[src/rtl/div_signed_sequencer.sv]
// rtl/div_signed_sequencer.sv - signed/unsigned front-end sequencer for the restoring divider core
module div_signed_sequencer #(
   parameter int TIMEOUT_CYCLES = 127
) (
   input  logic        clk,
   input  logic        rst,
   input  logic        req_valid,
   output logic        req_ready,
   input  logic        req_signed,
   input  logic [31:0] req_a,
   input  logic [31:0] req_b,
   output logic        resp_valid,
   input  logic        resp_ready,
   output logic [31:0] resp_quo,
   output logic [31:0] resp_rem,
   output logic        resp_dbz,
   output logic        resp_err,
   output logic [31:0] core_a,
   output logic [31:0] core_b,
   output logic        core_start,
   input  logic [32:0] core_quo,
   input  logic [31:0] core_rem,
   input  logic        core_finish
);

   typedef enum logic [2:0] {IDLE, LAUNCH, ARM, WAIT, DONE} seqState;

   localparam logic [6:0] timeoutLast = 7'(TIMEOUT_CYCLES - 1);

   seqState     state, nextState;
   logic [6:0]  waitCnt;
   logic        negQ, negR;
   logic [31:0] magA, magB;
   logic        isDbz, isOvf;
   logic        accept, finishHit, timeoutHit;
   logic        unusedQuoMsb;

   assign unusedQuoMsb = core_quo[32];

   assign magA  = (req_signed && req_a[31]) ? 32'd0 - req_a : req_a;
   assign magB  = (req_signed && req_b[31]) ? 32'd0 - req_b : req_b;
   assign isDbz = (req_b == 32'd0);
   assign isOvf = req_signed && (req_a == 32'h8000_0000) && (req_b == 32'hFFFF_FFFF);

   assign req_ready = (state == IDLE) && !rst;

   always_ff @(posedge clk) begin
      if (rst) state <= IDLE;
      else     state <= nextState;
   end

   always_comb begin
      nextState  = state;
      accept     = 1'b0;
      finishHit  = 1'b0;
      timeoutHit = 1'b0;
      case (state)
         IDLE: begin
            if (req_valid) begin
               accept    = 1'b1;
               nextState = (isDbz || isOvf) ? DONE : LAUNCH;
            end
         end
         LAUNCH: nextState = ARM;
         // A finish still high from the previous operation must drop before WAIT trusts it.
         ARM: begin
            if (waitCnt == timeoutLast) begin
               timeoutHit = 1'b1;
               nextState  = DONE;
            end else if (!core_finish) begin
               nextState = WAIT;
            end
         end
         WAIT: begin
            if (core_finish) begin
               finishHit = 1'b1;
               nextState = DONE;
            end else if (waitCnt == timeoutLast) begin
               timeoutHit = 1'b1;
               nextState  = DONE;
            end
         end
         DONE: if (resp_ready) nextState = IDLE;
         default: nextState = IDLE;
      endcase
   end

   always_ff @(posedge clk) begin
      if (rst) begin
         negQ       <= 1'b0;
         negR       <= 1'b0;
         waitCnt    <= 7'd0;
         core_a     <= 32'd0;
         core_b     <= 32'd0;
         core_start <= 1'b0;
         resp_valid <= 1'b0;
         resp_quo   <= 32'd0;
         resp_rem   <= 32'd0;
         resp_dbz   <= 1'b0;
         resp_err   <= 1'b0;
      end else begin
         core_start <= 1'b0;
         if (accept) begin
            negQ     <= req_signed & (req_a[31] ^ req_b[31]);
            negR     <= req_signed & req_a[31];
            core_a   <= magA;
            core_b   <= magB;
            resp_dbz <= isDbz;
            resp_err <= 1'b0;
            if (isDbz) begin
               resp_quo   <= 32'hFFFF_FFFF;
               resp_rem   <= req_a;
               resp_valid <= 1'b1;
            end else if (isOvf) begin
               resp_quo   <= 32'h8000_0000;
               resp_rem   <= 32'd0;
               resp_valid <= 1'b1;
            end else begin
               core_start <= 1'b1;
            end
         end

         if (state == LAUNCH)                       waitCnt <= 7'd0;
         else if (state == ARM || state == WAIT)    waitCnt <= waitCnt + 7'd1;

         if (finishHit) begin
            resp_quo   <= negQ ? 32'd0 - core_quo[31:0] : core_quo[31:0];
            resp_rem   <= negR ? 32'd0 - core_rem : core_rem;
            resp_valid <= 1'b1;
         end

         if (timeoutHit) begin
            resp_quo   <= 32'd0;
            resp_rem   <= 32'd0;
            resp_err   <= 1'b1;
            resp_valid <= 1'b1;
         end

         if (state == DONE && resp_ready) resp_valid <= 1'b0;
      end
   end

endmodule
[config.mk]
export PLATFORM = sky130hd
export DESIGN_NAME = div_signed_sequencer
export DESIGN_NICKNAME = d
export VERILOG_FILES = /design/src/rtl/div_signed_sequencer.sv
export SDC_FILE = /design/constraint.sdc
export NUM_CORES = 1
export LEC_CHECK = 0
export BUFFER_PORTS_ARGS = -buffer_cell sky130_fd_sc_hd__clkbuf_2
export CORE_ASPECT_RATIO = 0.8
export CORE_MARGIN = 2
export CORE_UTILIZATION = 50
export CTS_CLUSTER_DIAMETER = 200
export DETAILED_ROUTE_END_ITERATION = 10
export PLACE_DENSITY = 0.87
export SYNTH_ARGS = -nofsm -noshare
export SYNTH_HDL_FRONTEND = slang
export SYNTH_SLANG_ARGS = --single-unit
[constraint.sdc]
create_clock -name clk -period 3.15 [get_ports clk]
set_input_delay 0.63 -clock clk [delete_from_list [all_inputs] [get_ports clk]]
set_output_delay 0.63 -clock clk [all_outputs]
set_load 0.005 [all_outputs]
==> impl_metrics.csv, run 1 <==
group,metric,value,unit
clocking,cts_buffers,17,
clocking,cts_max_level,4,
clocking,hold_buffers,0,
placement,hpwl,20600,um
power,powerDensity,479,mW/mm^2
worst_setup_path,crit_path_start,"req_a[21]",
timing,finClkSkew,0.00971,ns
timing,fmax,0.384,GHz
cells_and_area,area_growth,25.7,%
logic_synthesis,syn_area,0.00857,mm^2
detailed_routing,avgRoutedWirePerCell,18.8,um
worst_setup_path,r2r_start,"state[1]",
cells_and_area,layout_commonest_cell,"clkbuf_2",
detailed_routing,via_count,9370,
timing,tns,0,ns
power,power_leakage,4.27,nW
floorplan,rows,42,
logic_synthesis,synthAdderAreaFrac,1.02,%
clocking,cts_setup_buffers,0,
timing,period_share,82.6,%
logic_synthesis,synthMuxAreaShare,1.40,%
clocking,cts_tree,"built",
timing,hold_viol_final,0,
clocking,clockRootBuffer,"clkbuf_16",
floorplan,initial_utilization,51.4,%
cells_and_area,nets,1434,
floorplan,ios,268,
grt,grt_pass1_vias,8618,
logic_synthesis,synth.distinct_cells,60,
run_status,status,"finished, final reports clean",
floorplan,core_area,0.0167,mm^2
clocking,clk_latency,0.44,ns
floorplan,die-area,0.0182,mm^2
worst_setup_path,crit_type,"input pin to flip-flop",
logic_synthesis,synthFlopType,"dfxtp_1",
logic_synthesis,yosysWarnings,0,
placement,dp_slack,0.158,ns
worst_setup_path,startpoint_type,"input pin",
cells_and_area,fill_cells,1407,
worst_setup_path,critPathRequiredTime,3.49,ns
logic_synthesis,yosysSeqAreaShare,33.6,%
worst_setup_path,r2r_end,"resp_rem[2]",
logic_synthesis,synth_xor_area_share,12.3,%
cells_and_area,stdcell_count,1525,
worst_setup_path,cp-endpoint,"resp_rem[2]",
worst_hold_path,min_path_type,"flip-flop to flip-flop",
clocking,ctsResizeCount,0,
cells_and_area,diodes,0,
detailed_routing,route.final.wire_length,28700,um
worst_setup_path,rrSetupSlack,0.82,ns
floorplan,die_x,150,um
cells_and_area,final_cell_mix,"266 x clkbuf_2, 144 x dfxtp_1, 113 x nor2_1, 90 x a21oi_1, 83 x xnor2_1",
timing,worst_pin_slew,1.10,ns
detailed_routing,viasPerCell,6.14,
floorplan,die_h,121,um
timing,rsz0062_at_grt,"no",
logic_synthesis,async_flop_share,0,%
power,ir_worst_vdd,0.337,mV
clocking,path_clk_slew,0.06,ns
worst_setup_path,r2r_cells,8,
detailed_routing,dr.pass1.iters,6,
timing,period_needed,2.60,ns
grt,grt_pass1_wl,44800,um
cells_and_area,drive_above_1_share,26.8,%
clocking,cts_sinks,144,
placement,dp_cells,1493,
placement,port_buffers,266,
timing,setup_viol,0,
worst_setup_path,critPathMaxFanout,49,
logic_synthesis,yosys.area_share.simple,19.8,%
grt,overflow,0,
cells_and_area,fin_util,64.7,%
timing,max-slew-margin-rel,26.7,%
worst_setup_path,cp-end-kind,"flip-flop",
logic_synthesis,avgSynthCellArea,8.11,um^2
detailed_routing,drc,0,
placement,place_congestion,0.943,
clocking,max-clock-path-buffers,2,
job,maxCapViolCount,0,
logic_synthesis,synth_top_family_by_area,"compound AO/OA/AOI/OAI gates",
grt,grt_max_degree,64,
logic_synthesis,synth-compound-area-share,27.2,%
logic_synthesis,syn-instance-count,1056,
logic_synthesis,synth-edff-count,0,
grt,grt_usage,31.0,%
grt,antenna_found_initial,0,
detailed_routing,drt_iter0_drc,835,
detailed_routing,drtAntennaViolNets,0,
logic_synthesis,synth-seq-cells,144,
timing,finalWorstSetupSlack,0.548,ns
logic_synthesis,synth_fp_nets,1198,
timing,slew_violations,0,
worst_setup_path,arrival,2.94,ns
[cell type report]
| class | instances | area (um^2) | share of cell area (%) |
|---|---|---|---|
| Tap cell | 220 | 275 | 2.56 |
| Clock buffer | 19 | 443 | 4.11 |
| Multi-Input combinational cell | 816 | 5320 | 49.4 |
| Clock inverter | 13 | 163 | 1.51 |
| Timing Repair Buffer | 298 | 1630 | 15.2 |
| Sequential cell | 144 | 2880 | 26.8 |
| Inverter | 15 | 56.3 | 0.523 |
[cells in the mapped netlist (2+ instances only)]
| cell | n | share of area, % |
|---|---|---|
| dfxtp_1 | 144 | 34 |
| or4_1 | 12 | 1.1 |
| nor3b_1 | 3 | 0.26 |
| and3_1 | 4 | 0.29 |
| ha_1 | 7 | 1.0 |
| nor3_2 | 3 | 0.35 |
| o21ai_0 | 43 | 2.5 |
| a21oi_1 | 90 | 5.3 |
| o31ai_1 | 71 | 6.2 |
| or2_2 | 2 | 0.15 |
| and2_1 | 7 | 0.51 |
| buf_2 | 10 | 0.58 |
| mux2i_1 | 12 | 1.4 |
| o31a_1 | 4 | 0.41 |
| or2_1 | 2 | 0.15 |
| clkbuf_1 | 63 | 2.8 |
| nor3_1 | 26 | 1.5 |
| xnor2_1 | 83 | 8.5 |
| a211oi_1 | 60 | 5.3 |
| nand4b_1 | 3 | 0.31 |
| o22ai_1 | 3 | 0.22 |
| nand3_1 | 17 | 0.99 |
| nor4_1 | 21 | 1.5 |
| nand2b_1 | 8 | 0.58 |
| a2bb2oi_2 | 3 | 0.53 |
| inv_1 | 15 | 0.66 |
| a311oi_1 | 2 | 0.20 |
| buf_1 | 2 | 0.088 |
| or3_1 | 17 | 1.2 |
| a31oi_1 | 19 | 1.4 |
| a41oi_1 | 3 | 0.31 |
| nand2_1 | 54 | 2.4 |
| o41ai_1 | 22 | 2.2 |
| a22oi_1 | 21 | 1.8 |
| buf_4 | 5 | 0.44 |
| nor2_1 | 114 | 5.0 |
| xor2_1 | 37 | 3.8 |
| nor2b_1 | 6 | 0.44 |
| nand4_1 | 14 | 1.0 |
| nor4_2 | 4 | 0.58 |
[routing by layer]
metal	up-vias	GRT usage, %	part of all wire (%)
met3	74	9.10	11
met5	-	0	0
li1	4431	-	-
met1	4331	40.6	40
met4	0	11.8	3.3
met2	534	48.3	45
[how the worst min path moves through the flow]
stage               slack (ns)   startpoint  depth (start not counted)           to
floorplan                 0.45   core_a[16]                          2   core_a[16]
detailed placement        0.45  resp_quo[1]                          2  resp_quo[1]
finish                    0.46   core_a[31]                          2   core_a[31]
global placement          0.44   core_a[26]                          2   core_a[26]
global route              0.49   core_b[31]                          2   core_b[31]
CTS                       0.46   core_a[31]                          2   core_a[31]
[critical path, cell delays in order]
cell,delay [ns]
clkbuf_2,0.17
or4_1,0.62
nor4_1,0.35
nand3_2,0.20
nor3_4,0.31
buf_12,0.29
nor3_1,0.10
a211oi_1,0.27
[per-stage QoR]
stage / area (um^2) / total power [mW] / hold slack, ns
2_1_floorplan: 8570 / 2.63 / 0.448
3_3_place_gp: 10200 / 3.04 / 0.440
3_5_place_dp: 10200 / 3.07 / 0.448
4_1_cts: 10800 / 5.17 / 0.459
5_1_grt: 10800 / 5.37 / 0.487
6_report: 10800 / 5.15 / 0.457
[registers in the layout, summed over array words and instances, names as in the netlist]
register / cells
waitCnt: 7
resp_dbz: 1
resp_quo: 32
negQ: 1
negR: 1
resp_err: 1
resp_valid: 1
resp_rem: 32
core_b: 32
core_a: 32
core_start: 1
state: 3
[cell families after synthesis]
logic type               count (synthesis)
AO/OA/AOI/OAI                          349
AND/OR/NAND/NOR                        328
flip-flops                             144
XOR/XNOR                               120
buffers and inverters                   96
multiplexers                            12
adder cells (fa/ha/maj)                  7
[power by group]
group / internal [mW] / total (mW) / leakage, nW / switching [mW]
registers: 1.96 / 2.05 / 1.18 / 0.0887
clock network: 1.27 / 2.11 / 0.289 / 0.844
logic: 0.418 / 0.998 / 2.81 / 0.580
Power figures use the tool's default switching activity.
==> inputs of run 2 (changes only) <==
Settings changed: CORE_UTILIZATION 50 to 47, PLACE_DENSITY 0.87 to 0.86.
Clock period 3.15 ns to 2.3 ns, I/O delays scaled along.
==> run 2 against run 1 <==
Compared with the run above:
- register-to-register slack got worse by 0.62 ns
- sequential power rose by 37%
- sequential cell count did not move
- sequential share of layout area fell by 2.5 points
- clock power rose by 27%
- wire length rose by 6.6%
- clock-buffer cell count rose by 3
- critical path type unchanged
- largest cell class unchanged
==> impl_metrics.csv, run 2 (same netlist as run 1, synthesis figures left out) <==
group,metric,value,unit
timing,max-slew-margin-rel,65.0,%
job,maxCapViolCount,0,
power,power_leakage,4.94,nW
power,power_frac_comb,22.1,%
worst_setup_path,arrival,2.57,ns
cells_and_area,drive_above_1_share,34.3,%
clocking,hold_buffers,0,
timing,finClkSkew,0.00766,ns
placement,hpwl,22800,um
placement,place_congestion,0.970,
floorplan,die-area,0.0193,mm^2
timing,hold_viol_final,0,
worst_setup_path,cp-end-kind,"flip-flop",
power,ir_worst_vdd,0.384,mV
worst_setup_path,critPathRequiredTime,2.65,ns
power,powerDensity,592,mW/mm^2
detailed_routing,drtAntennaViolNets,0,
floorplan,core_area,0.0180,mm^2
clocking,cts_buffers,17,
worst_setup_path,startpoint_type,"input pin",
timing,slew_violations,0,
power,netSwitchingFraction,29.6,%
clocking,max-clock-path-buffers,2,
timing,fmax,0.450,GHz
grt,grt_usage,31.0,%
power,pwr-share-clk,38.1,%
clocking,clockRootBuffer,"clkbuf_16",
grt,grt_max_degree,125,
clocking,clk_latency,0.43,ns
timing,rsz0062_at_grt,"yes",
detailed_routing,viasPerCell,5.85,
cells_and_area,fill_cells,1477,
grt,grt_pass1_wl,47800,um
timing,finalWorstSetupSlack,0.0774,ns
placement,port_buffers,266,
grt,grt_pass1_vias,9167,
detailed_routing,drc,0,
floorplan,die_h,125,um
detailed_routing,via_count,9764,
run_status,status,"finished, final reports clean",
floorplan,ios,268,
worst_hold_path,min_path_type,"input pin to flip-flop",
timing,period_needed,2.22,ns
detailed_routing,route.final.wire_length,30500,um
detailed_routing,avgRoutedWirePerCell,18.3,um
power,p_sw,2.08,mW
timing,worst_pin_slew,0.526,ns
detailed_routing,drt_iter0_drc,735,
power,p_int,4.94,mW
clocking,cts_sinks,144,
cells_and_area,final_cell_mix,"266 x clkbuf_2, 159 x buf_4, 144 x dfxtp_1, 113 x nor2_1, 90 x a21oi_1",
power,p_total,7.02,mW
power,power_frac_seq,39.8,%
clocking,cts_max_level,4,
timing,setup_viol,0,
cells_and_area,nets,1570,
cells_and_area,layout_commonest_cell,"clkbuf_2",
clocking,path_clk_slew,0.06,ns
placement,dp_slack,-0.453,ns
floorplan,die_x,155,um
timing,period_share,96.6,%
detailed_routing,dr.pass1.iters,5,
timing,tns,0,ns
worst_setup_path,critPathMaxFanout,13,
floorplan,initial_utilization,47.6,%
cells_and_area,area_growth,38.4,%
grt,antenna_found_initial,2,
floorplan,rows,44,
cells_and_area,diodes,0,
grt,overflow,0,
worst_setup_path,crit_type,"input pin to flip-flop",
clocking,cts_tree,"built",
[run 2: power groups by stage]
stage / Sequential [mW] / Combinational, mW / Clock, mW
2_1_floorplan: 2.84 / 0.760 / 0
3_3_place_gp: 2.84 / 1.49 / 0
3_5_place_dp: 2.85 / 1.52 / 0
4_1_cts: 2.80 / 1.53 / 2.69
5_1_grt: 2.81 / 1.70 / 2.83
6_report: 2.80 / 1.55 / 2.67
[run 2: worst max-delay path, stage by stage]
cell      delay (ns)
clkbuf_2        0.10
or4_4           0.56
nor4_4          0.40
nand3_2         0.17
nor3_4          0.22
or3_2           0.25
buf_12          0.18
mux2i_1         0.23
[run 2: per-stage QoR]
| step | hold WS (ns) | instance area, um^2 | utilization, % | cells |
|---|---|---|---|---|
| 2_1_floorplan | 0.448 | 8590 | - | 1056 |
| 3_3_place_gp | 0.440 | 11200 | 62.4 | 1638 |
| 3_5_place_dp | 0.454 | 11200 | 62.4 | 1638 |
| 4_1_cts | 0.352 | 11800 | 65.6 | 1669 |
| 5_1_grt | 0.363 | 11900 | 65.9 | 1670 |
| 6_report | 0.367 | 11900 | 65.9 | 1670 |
[run 2: repair_timing]
item                       in CTS  in global routing
buffers inserted                0                  1
setup endpoints to repair      11                 42
pin swaps                       0                  2
gates resized for setup         1                  9
[run 2: final timing paths]
path	from	endpoint	slack, ns	cells after the start
setup / recovery	req_a[6]	resp_quo[1]	0.08	8
hold / removal	req_b[1]	core_b[1]	0.37	3
setup reg to reg	waitCnt[0]	resp_quo[27]	0.20	9
hold reg to reg	core_a[31]	core_a[31]	0.46	2
[run 2: cell type report]
class / count / area, um^2 / area share (%)
inverters: 15 / 56.3 / 0.475
multi-input cells: 816 / 5380 / 45.4
well taps: 230 / 288 / 2.43
clock buffers: 22 / 474 / 4.00
flip-flops and latches: 144 / 2880 / 24.3
repair buffers: 434 / 2700 / 22.7
clock inverters: 9 / 83.8 / 0.707
[run 2: layer usage]
metal / GRT usage [%] / share of wire [%] / vias to the layer above
li1: - / - / 4694
met1: 40.3 / 42 / 4484
met2: 49.1 / 45 / 523
met3: 9.60 / 10 / 63
met4: 9.69 / 2.5 / 0
met5: 0 / 0 / -
